===== src/rtl/ttt_board_ctrl.sv =====
// Tic-tac-toe game-state controller: cursor, board contents, turn alternation
// and win/draw detection, with every output driven straight from a register.
module ttt_board_ctrl (
  input  logic        clk,
  input  logic        reset,
  input  logic        left,
  input  logic        right,
  input  logic        place,
  input  logic        restart,
  output logic [17:0] board,
  output logic [3:0]  cursor,
  output logic        turn,
  output logic        game_over,
  output logic [1:0]  winner,
  output logic        illegal
);

  typedef enum logic [1:0] {
    ST_PLAY = 2'd0,
    ST_WIN  = 2'd1,
    ST_DRAW = 2'd2
  } state_t;

  localparam logic [3:0] CURSOR_HOME = 4'd4;
  localparam logic [3:0] CURSOR_MAX  = 4'd8;
  localparam logic [1:0] MARK_EMPTY  = 2'b00;
  localparam logic [1:0] MARK_X      = 2'b01;
  localparam logic [1:0] MARK_O      = 2'b10;
  localparam logic [1:0] WINNER_DRAW = 2'b11;

  state_t      r_state;
  logic [17:0] r_board;
  logic [3:0]  r_cursor;
  logic        r_turn;
  logic        r_game_over;
  logic [1:0]  r_winner;
  logic        r_illegal;

  logic [1:0]  w_mark;
  logic [1:0]  w_cell_cur;
  logic [17:0] w_mark_vec;
  logic [17:0] w_next_board;
  logic [1:0]  w_next_win;
  logic        w_next_full;
  logic [3:0]  w_cursor_next;

  function automatic logic [1:0] f_cell(input logic [17:0] b, input int idx);
    return b[2*idx +: 2];
  endfunction

  // A line wins only when all three cells carry the same non-empty mark.
  function automatic logic [1:0] f_line(input logic [1:0] a, input logic [1:0] b,
                                        input logic [1:0] c);
    if ((a != MARK_EMPTY) && (a == b) && (b == c)) begin
      return a;
    end else begin
      return MARK_EMPTY;
    end
  endfunction

  // Only the mark just placed can complete a line, so OR-ing the lines is safe.
  function automatic logic [1:0] f_board_winner(input logic [17:0] b);
    logic [1:0] v;
    v = f_line(f_cell(b, 0), f_cell(b, 1), f_cell(b, 2))
      | f_line(f_cell(b, 3), f_cell(b, 4), f_cell(b, 5))
      | f_line(f_cell(b, 6), f_cell(b, 7), f_cell(b, 8))
      | f_line(f_cell(b, 0), f_cell(b, 3), f_cell(b, 6))
      | f_line(f_cell(b, 1), f_cell(b, 4), f_cell(b, 7))
      | f_line(f_cell(b, 2), f_cell(b, 5), f_cell(b, 8))
      | f_line(f_cell(b, 0), f_cell(b, 4), f_cell(b, 8))
      | f_line(f_cell(b, 2), f_cell(b, 4), f_cell(b, 6));
    return v;
  endfunction

  function automatic logic f_board_full(input logic [17:0] b);
    logic full;
    full = 1'b1;
    for (int i = 0; i < 9; i++) begin
      full = full & (f_cell(b, i) != MARK_EMPTY);
    end
    return full;
  endfunction

  // Candidate board with the current player's mark written at the cursor.
  always_comb begin
    w_mark       = r_turn ? MARK_O : MARK_X;
    w_cell_cur   = 2'(r_board >> {r_cursor, 1'b0});
    w_mark_vec   = {16'b0, w_mark} << {r_cursor, 1'b0};
    w_next_board = r_board | w_mark_vec;
    w_next_win   = f_board_winner(w_next_board);
    w_next_full  = f_board_full(w_next_board);
  end

  // Cursor step with wrap-around; opposing pulses cancel.
  always_comb begin
    w_cursor_next = r_cursor;
    if (right && !left) begin
      if (r_cursor >= CURSOR_MAX) begin
        w_cursor_next = 4'd0;
      end else begin
        w_cursor_next = r_cursor + 4'd1;
      end
    end else if (left && !right) begin
      if (r_cursor == 4'd0) begin
        w_cursor_next = CURSOR_MAX;
      end else begin
        w_cursor_next = r_cursor - 4'd1;
      end
    end else begin
      w_cursor_next = r_cursor;
    end
  end

  // Game FSM: clear on reset/restart, otherwise place, move or hold.
  always_ff @(posedge clk) begin
    if (reset || restart) begin
      r_state     <= ST_PLAY;
      r_board     <= 18'd0;
      r_cursor    <= CURSOR_HOME;
      r_turn      <= 1'b0;
      r_game_over <= 1'b0;
      r_winner    <= 2'b00;
      r_illegal   <= 1'b0;
    end else begin
      r_illegal <= 1'b0;
      case (r_state)
        ST_PLAY: begin
          if (place) begin
            if (w_cell_cur == MARK_EMPTY) begin
              r_board <= w_next_board;
              if (w_next_win != MARK_EMPTY) begin
                r_state     <= ST_WIN;
                r_winner    <= w_next_win;
                r_game_over <= 1'b1;
              end else if (w_next_full) begin
                r_state     <= ST_DRAW;
                r_winner    <= WINNER_DRAW;
                r_game_over <= 1'b1;
              end else begin
                r_turn <= ~r_turn;
              end
            end else begin
              r_illegal <= 1'b1;
            end
          end else begin
            r_cursor <= w_cursor_next;
          end
        end
        ST_WIN, ST_DRAW: begin
          r_state <= r_state;
        end
        default: begin
          r_state     <= ST_PLAY;
          r_board     <= 18'd0;
          r_cursor    <= CURSOR_HOME;
          r_turn      <= 1'b0;
          r_game_over <= 1'b0;
          r_winner    <= 2'b00;
        end
      endcase
    end
  end

  assign board     = r_board;
  assign cursor    = r_cursor;
  assign turn      = r_turn;
  assign game_over = r_game_over;
  assign winner    = r_winner;
  assign illegal   = r_illegal;

endmodule

===== config.mk =====
export PLATFORM = sky130hd
export DESIGN_NAME = ttt_board_ctrl
export DESIGN_NICKNAME = d
export VERILOG_FILES = /design/src/rtl/ttt_board_ctrl.sv
export SDC_FILE = /design/constraint.sdc
export NUM_CORES = 1
export LEC_CHECK = 0
export CAP_MARGIN = 20
export CORE_MARGIN = 1
export CORE_UTILIZATION = 40
export DETAILED_ROUTE_END_ITERATION = 10
export MAX_ROUTING_LAYER = met4
export SETUP_SLACK_MARGIN = 0.02
export SLEW_MARGIN = 30
export SYNTH_ARGS = -nofsm -noshare
export SYNTH_HDL_FRONTEND = slang
export SYNTH_SLANG_ARGS = --single-unit

===== constraint.sdc =====
create_clock -name clk -period 3.2 [get_ports clk]
set_clock_uncertainty 0.1 [all_clocks]
set_input_delay 0.64 -clock clk [delete_from_list [all_inputs] [get_ports clk]]
set_output_delay 0.64 -clock clk [all_outputs]
set_load 0.1 [all_outputs]

==> results.md <==
* Iter 0 DRT Violations at 217
* First-pass GRT wire length at 11,100 µm
* Syn_area_per_cell at 7.38 µm²
* CP peak stage delay at 0.67 ns
* DIE WIDTH at 74.6 µm
* CTS Buf Count at 5
* GRT Total Usage at 27.6%
* Final WL at 6860 µm
* Pin count of the biggest net entering global routing at 29
* Distinct cells, synth at 48
* DR vias/cell at 5.97
* Final Core Density at 49.2%
* Syn nets at 296
* Slowest-stage cell, CP: dfxtp_1
* RSZ-0062 raised after global routing: false
* CP Capture Type: flop
* Max-capacitance violation count at 0
* Final period util at 94.4%
* Crit Path Category: flop to flop
* Leakage at 0.965 nW
* Vias in the first global route at 2,105
* CTS H-tree lvls at 2
* TritonCTS clock tree: built
* Antenna Cells at 0
* CP delay by family, top: simple AND/OR/NAND/NOR gates
* Synthesized cell area at 2110 µm²
* Synth Instances at 286
* Clock Tree Root: clkbuf_8
* Cell seen most often among critical-path stages: or3_1
* GPL Wtd Cong at 1.06
* Max-slew headroom at 51.2%
* Number of post-CTS setup repair buffers at 0
* Syn-to-layout area delta at 19.2%
* Initial antenna violation count at 0
* Final nets at 325
* Fin Hold WS at 0.347 ns
* Most common cell in the netlist: a21oi_1
* Critical path required time at 3.30 ns
* Warnings, synthesis at 0
* Crit path max fanout at 13
* Setup TNS at 0 ns
* Total number of vias at 2,305
* Post-synth EDFFs at 0
* Core Footprint at 5110 µm²
* Tmin final at 3.02 ns
* Final ANT Viol Nets at 0
* Clock sinks at 29
* Die Ht at 74.6 µm
* Ranking of synthesized cells by area: dfxtp_1 28%, a21oi_1 10%, nand3_1 9.0%
* Starting Density at 41.3%
* Endpoints failing hold at 0
* Slew Viols, Final at 0
* Clock Latency Late Sink at 0.28 ns
* Top_reg_cell synth: dfxtp_1
* Final Setup Violations at 0
* Asr flop ratio synth at 0%
* Max VDD drop at 0.212 mV
* Power Density at 333 nW/µm²
* Die area at 5570 µm²
* Crit path DAT at 3.12 ns
* FF+latch count, synth at 29
* Critical path launch point type: flop
* Grt ovf at 0
* HP Class: flop to flop
* Clk buf depth at 2
* I/O pin count at 33
* Status: finished clean
* PortBufs at 32
* HPWL Detailed at 5020 µm
* Layout cells sized above 1 at 20.9%
* First-pass iteration count of the detailed router at 5
* Tightest Pin Transition at 0.733 ns
* DR DRC count at 0
* Clock transition at path regs at 0.07 ns
* Row cnt at 26
* Routed len/inst at 17.8 µm
* Cell chain of the critical path: nor2_1, a21oi_2, or3_1, a21oi_1, nor4_2, nand3_1, or3_1, a31oi_1
* Post-synth top area cell: dfxtp_1
* Peak Freq at 0.331 GHz
* Post-synth top cells: 43 x a21oi_1, 38 x nand3_1, 29 x dfxtp_1, 25 x nand2_1, 19 x nor2_1
* Yosys top cell area share at 27.5%
* WP buf/inv at 0
* Sequential element share of the synthesized area at 27.5%
## area by class of cell
cell class                 count  area, µm²
timing repair buffer          40        313
sequential                    29        581
inverter                      12       45.0
clock inverter                 2       10.0
fill                         544       2590
multi-input combinational    227       1410
clock buffer                   6       72.6
tap                           70       87.6
## worst reg2reg max path, cell delays in order, from the launching register on
cell	delay [ns]
dfxtp_1	0.67
nor2_1	0.25
a21oi_2	0.46
or3_1	0.22
a21oi_1	0.09
nor4_2	0.37
nand3_1	0.23
or3_1	0.39
a31oi_1	0.18
## flip-flops by register name, summed over array words and instances (netlist names)
register   count
board         18
cursor         4
r_state        2
winner         2
game_over      1
illegal        1
turn           1
## placed cells by master (no fill, tap or decap), types with 6 or more instances in the layout
cell and instances:
buf_4 35, nor2_1 19, nand2_1 25, nand3_1 38, dfxtp_1 29, or3_1 12
a21o_1 8, a21oi_1 42, o21ai_0 9, inv_1 11, a31oi_1 8, o211ai_1 6
## power by group
group	switching (mW)	internal [mW]	total [mW]	leakage (nW)
Clock	0.150	0.151	0.300	0.0450
Combinational	0.112	0.0506	0.162	0.686
Sequential	0.00917	0.365	0.374	0.234
Total	0.270	0.566	0.836	0.965
## per-layer routing
| layer | part of all wire, % | track usage [%] | up-vias |
|---|---|---|---|
| li1 | - | - | 1127 |
| met1 | 47 | 36.8 | 1061 |
| met2 | 45 | 41.3 | 100 |
| met3 | 5.2 | 3.75 | 17 |
| met4 | 2.7 | 12.4 | 0 |
| met5 | 0 | - | - |
## cells by family (layout without fill, tap and decap cells)
group,count (synthesis),count (layout),share of synthesized area [%]
AOI/OAI and AO/OA,99,99,30.6
xor gates and xnor gates,1,1,0.415
adders and majority gates,4,4,2.37
and+or+nand+nor,119,119,29.8
muxes,4,4,3.20
buffers and inverters,30,60,6.05
DFF,29,29,27.5
## per-stage QoR
stage          instances  worst slack [ns]  power (mW)  cell area [µm²]
2_1_floorplan        286            0.0400       0.500             2110
3_3_place_gp         378             0.290       0.544             2430
3_5_place_dp         378             0.267       0.541             2430
4_1_cts              386             0.222       0.841             2510
5_1_grt              386           0.00726       0.876             2510
6_report             386             0.180       0.836             2510
## what timing repair did
item                                    CTS  global route
endpoints found under the setup margin    0             3
gates resized for setup                   0             1
hold buffers                              0             0
## path summary, 6_finish.rpt
kind / from / to / slack (ns) / depth (start not counted)
min reg2reg: game_over / game_over / 0.35 / 2
max reg2reg: cursor[1] / turn / 0.18 / 8
min: game_over / game_over / 0.35 / 2
max: cursor[1] / turn / 0.18 / 8
(Power assumes the default switching activity.)
==> RTL change 1 (same settings) <==
Put one more register stage on the output `game_over`, without a reset. The value now appears one clock later. The other outputs are not delayed to match.
--- a/src/rtl/ttt_board_ctrl.sv
+++ b/src/rtl/ttt_board_ctrl.sv
@@ -165,5 +165,7 @@
   assign cursor    = r_cursor;
   assign turn      = r_turn;
-  assign game_over = r_game_over;
+  always_ff @(posedge clk) begin
+    game_over <= r_game_over;
+  end
   assign winner    = r_winner;
   assign illegal   = r_illegal;
Formal check against the unedited RTL: no difference found for any inputs over 4 cycles, from zero or initial values; that may be too few to reach the edited logic, so the function may still have changed.
==> RTL change 1 against the unedited design <==
- worst hold slack got worse by 89 ps
- worst setup slack got worse by 77 ps
- clock power rose by 14%
- routed wire length fell by 2.8%
- sequential cell count rose by 1
- largest power group unchanged
- power rose by 8.4%
- synthesized cell count rose by 0.35%
- fmax fell by 2.5%
- final area rose by 3.6%
- sequential power rose by 3%
- synthesized area rose by 2.1%
- critical path type unchanged
==> RTL change 1: results (changes against the unedited design) <==
status = completed
CTS Root Cell = clkbuf_8
clk sink count = 30 (+3.4%)
synth top area cells = dfxtp_1 28%, a21oi_1 11%, or3_1 6.4%
layout cells sized above 1 = 0.226 (+0.0168)
bufs w/o clock = 46 (+15%)
P_seq = 0.387 mW (+3%)
mux cell area share after synthesis = 0 (-0.0320)
Post-DP Area = 2490 µm² (+2.7%)
relative slew slack = 0.346 (-0.165)
Logic pwr share = 0.198 (+0.004)
R2R Setup Slk = 100 ps (-80 ps)
Via Count = 2,308 (+0.13%)
Cells after DPL = 381 (+0.79%)
non-clk buf share = 0.137 (+0.0130)
sequential fraction of the synthesis area = 0.279 (+0.00370)
hpwl dp = 4770 µm (-5.1%)
Adder-Cell Fraction of Synth Area = 0.0232 (-0.000482)
Non-clk invs = 10 (-2)
gr usage total = 0.261 (-0.0147)
Min Clock Period, post-route = 3100 ps (+76.8 ps)
post-synthesis xor/xnor area fraction = 0.00407 (-0.0000844)
vias in the first global route = 2,019 (-4.1%)
crit path max fanout = 10 (-3)
CP peak stage delay = 470 ps (-200 ps)
Max VDD drop = 0.198 mV (-6.8%)
initial DRC count = 230 (+6.0%)
area of the multi-input gates = 1420 µm² (+0.80%)
TritonRoute pass-1 iters = 4 (-1)
Netlist cell types = 54 (+13%)
Arrival @ worst endpoint = 3180 ps (+60 ps)
net switching power = 0.299 mW (+11%)
syn nets = 297 (+0.34%)
Worst-path clk slew = 80 ps
first-pass GRT wire length = 10,500 µm (-5.0%)
clk tree area frac = 0.0365 (+0.00367)
leakage power = 0.979 nW (+1.4%)
Synth top cells by count = 46 x a21oi_1, 30 x dfxtp_1, 22 x nand3_1, 22 x or3_1, 21 x nand2_1
largest net degree at the start of global routing = 25 (-14%)
Compound-Gate Fraction of Synth Area = 0.323 (+0.0170)
register area = 609 µm² (+5.0%)
fill cell count = 551 (+1.3%)
comb_multi_in = 225 (-0.88%)
Non-Filler Instances = 389 (+0.78%)
WL/cell = 17.1 µm (-3.6%)
routability cong. = 0.870 (-18%)
PwrDens = 348 nW/µm² (+4.7%)
PortBufs = 32 (unchanged)
slowest CP cell = a31oi_2
Hold Crit Depth = 0 (-2)
pre-CTS WS = 137 ps (-129 ps)
Final Net Count = 328 (+0.92%)
-- RTL change 1: cell count changes in the layout (fill, tap and decap cells not counted), moves of 5 or more --
cell | before | now
nand3_1 | 38 | 22
or3_1 | 12 | 22
buf_4 | 35 | 41
nor3_1 | 5 | 11
a211oi_1 | 0 | 5
a21o_1 | 8 | 3
nor4_1 | 0 | 5
-- RTL change 1: through the flow --
stage	hold WS (ps)	util
3_5_place_dp	249	0.485
6_report	258	0.507
3_3_place_gp	248	0.485
2_1_floorplan	231	-
4_1_cts	258	0.503
5_1_grt	265	0.507
-- RTL change 1: layer usage --
layer,part of all wire,vias to the layer above,global-route usage
met5,0,-,-
met4,0.015,0,0.0823
met3,0.057,11,0.0397
met2,0.46,80,0.396
met1,0.47,1081,0.356
li1,-,1136,-
-- RTL change 1: path summary, 6_finish.rpt --
check	from	end
max reg2reg	cursor[2]	winner[0]
max	cursor[2]	winner[0]
min	r_game_over	game_over
min reg2reg	r_game_over	game_over
==> RTL change 2 (config.mk and constraints unchanged) <==
Without the edit above. The localparam `CURSOR_MAX` goes from 4'd8 to 4'd6.
--- a/src/rtl/ttt_board_ctrl.sv
+++ b/src/rtl/ttt_board_ctrl.sv
@@ -23,5 +23,5 @@
 
   localparam logic [3:0] CURSOR_HOME = 4'd4;
-  localparam logic [3:0] CURSOR_MAX  = 4'd8;
+  localparam logic [3:0] CURSOR_MAX  = 4'd6;
   localparam logic [1:0] MARK_EMPTY  = 2'b00;
   localparam logic [1:0] MARK_X      = 2'b01;
Check against the original RTL: not equivalent (a bounded check fails within 4 cycles, from zero or initial values).
==> RTL change 2 against the unedited design <==
- final area down 1.6%
- sequential cell count did not move
- worst setup slack improved by 130 ps
- fmax rose by 4.6%
- critical endpoint unchanged
- synthesized area rose by 0.24%
- routed wire length fell by 14%
- power increased by 4.4%
- sequential share of layout area grew 0.64 points
- utilization down 0.81 points
==> RTL change 2: results (changes against the unedited design) <==
Cells after DPL = 359 (-5.0%)
Slew @ Worst Pin = 554 ps (-178 ps)
Arrival @ worst endpoint = 2990 ps (-130 ps)
status = completed
bufs w/o clock = 33 (-18%)
TritonRoute pass-1 iters = 4 (-1)
M3 GR Usage = 0.0388 (+0.00134)
metal1 wirelength = 2850 µm (-11%)
met1 usage = 0.293 (-0.0754)
routability cong. = 0.867 (-18%)
sequential share of cell area = 0.237 (+0.00639)
Hold Slack = 370 ps (+23.2 ps)
Non-clk invs = 10 (-2)
Post-DP Area = 2370 µm² (-2.2%)
sequential fraction of the synthesis area = 0.275 (-0.000651)
initial DRC count = 142 (-35%)
first-pass GRT wire length = 9470 µm (-14%)
non-clk buf share = 0.105 (-0.0192)
clk tree area frac = 0.0334 (+0.000549)
Area Growth Syn to Fin = 16.9%
Vias/cell = 5.77 (-3.4%)
Max VDD drop = 0.240 mV (+13%)
RR Startpoint = cursor[0]
fill cell count = 545 (+0.18%)
largest net degree at the start of global routing = 38 (+31%)
metal3 WL = 339 µm (-5.0%)
RTL change 2: worst max path at each step:
stage,from,to,slack [ps]
after floorplan,turn,winner[1],300
after global placement,cursor[0],turn,270
after detailed placement,cursor[0],turn,280
after CTS,cursor[0],turn,260
after global routing,cursor[2],turn,90
final,cursor[0],turn,310
RTL change 2: worst register-to-register path, cell delays in order (launching register included):
cell	delay [ps]
dfxtp_2	600
nor3_4	160
a31oi_2	500
o31ai_1	230
a221oi_4	400
o211ai_4	140
or4_1	510
a31oi_1	170
RTL change 2: cells by family after synthesis:
group                      synth area share
AOI/OAI and AO/OA                     0.299
adders and majority gates            0.0355
buffers and inverters                0.0645
DFF                                   0.275
muxes                                0.0272
and+or+nand+nor                       0.299
RTL change 2: where the power goes:
part	switching [mW]	internal (mW)
clock	0.144	0.150
sequential	0.0157	0.367
combinational	0.136	0.0609
total	0.295	0.579
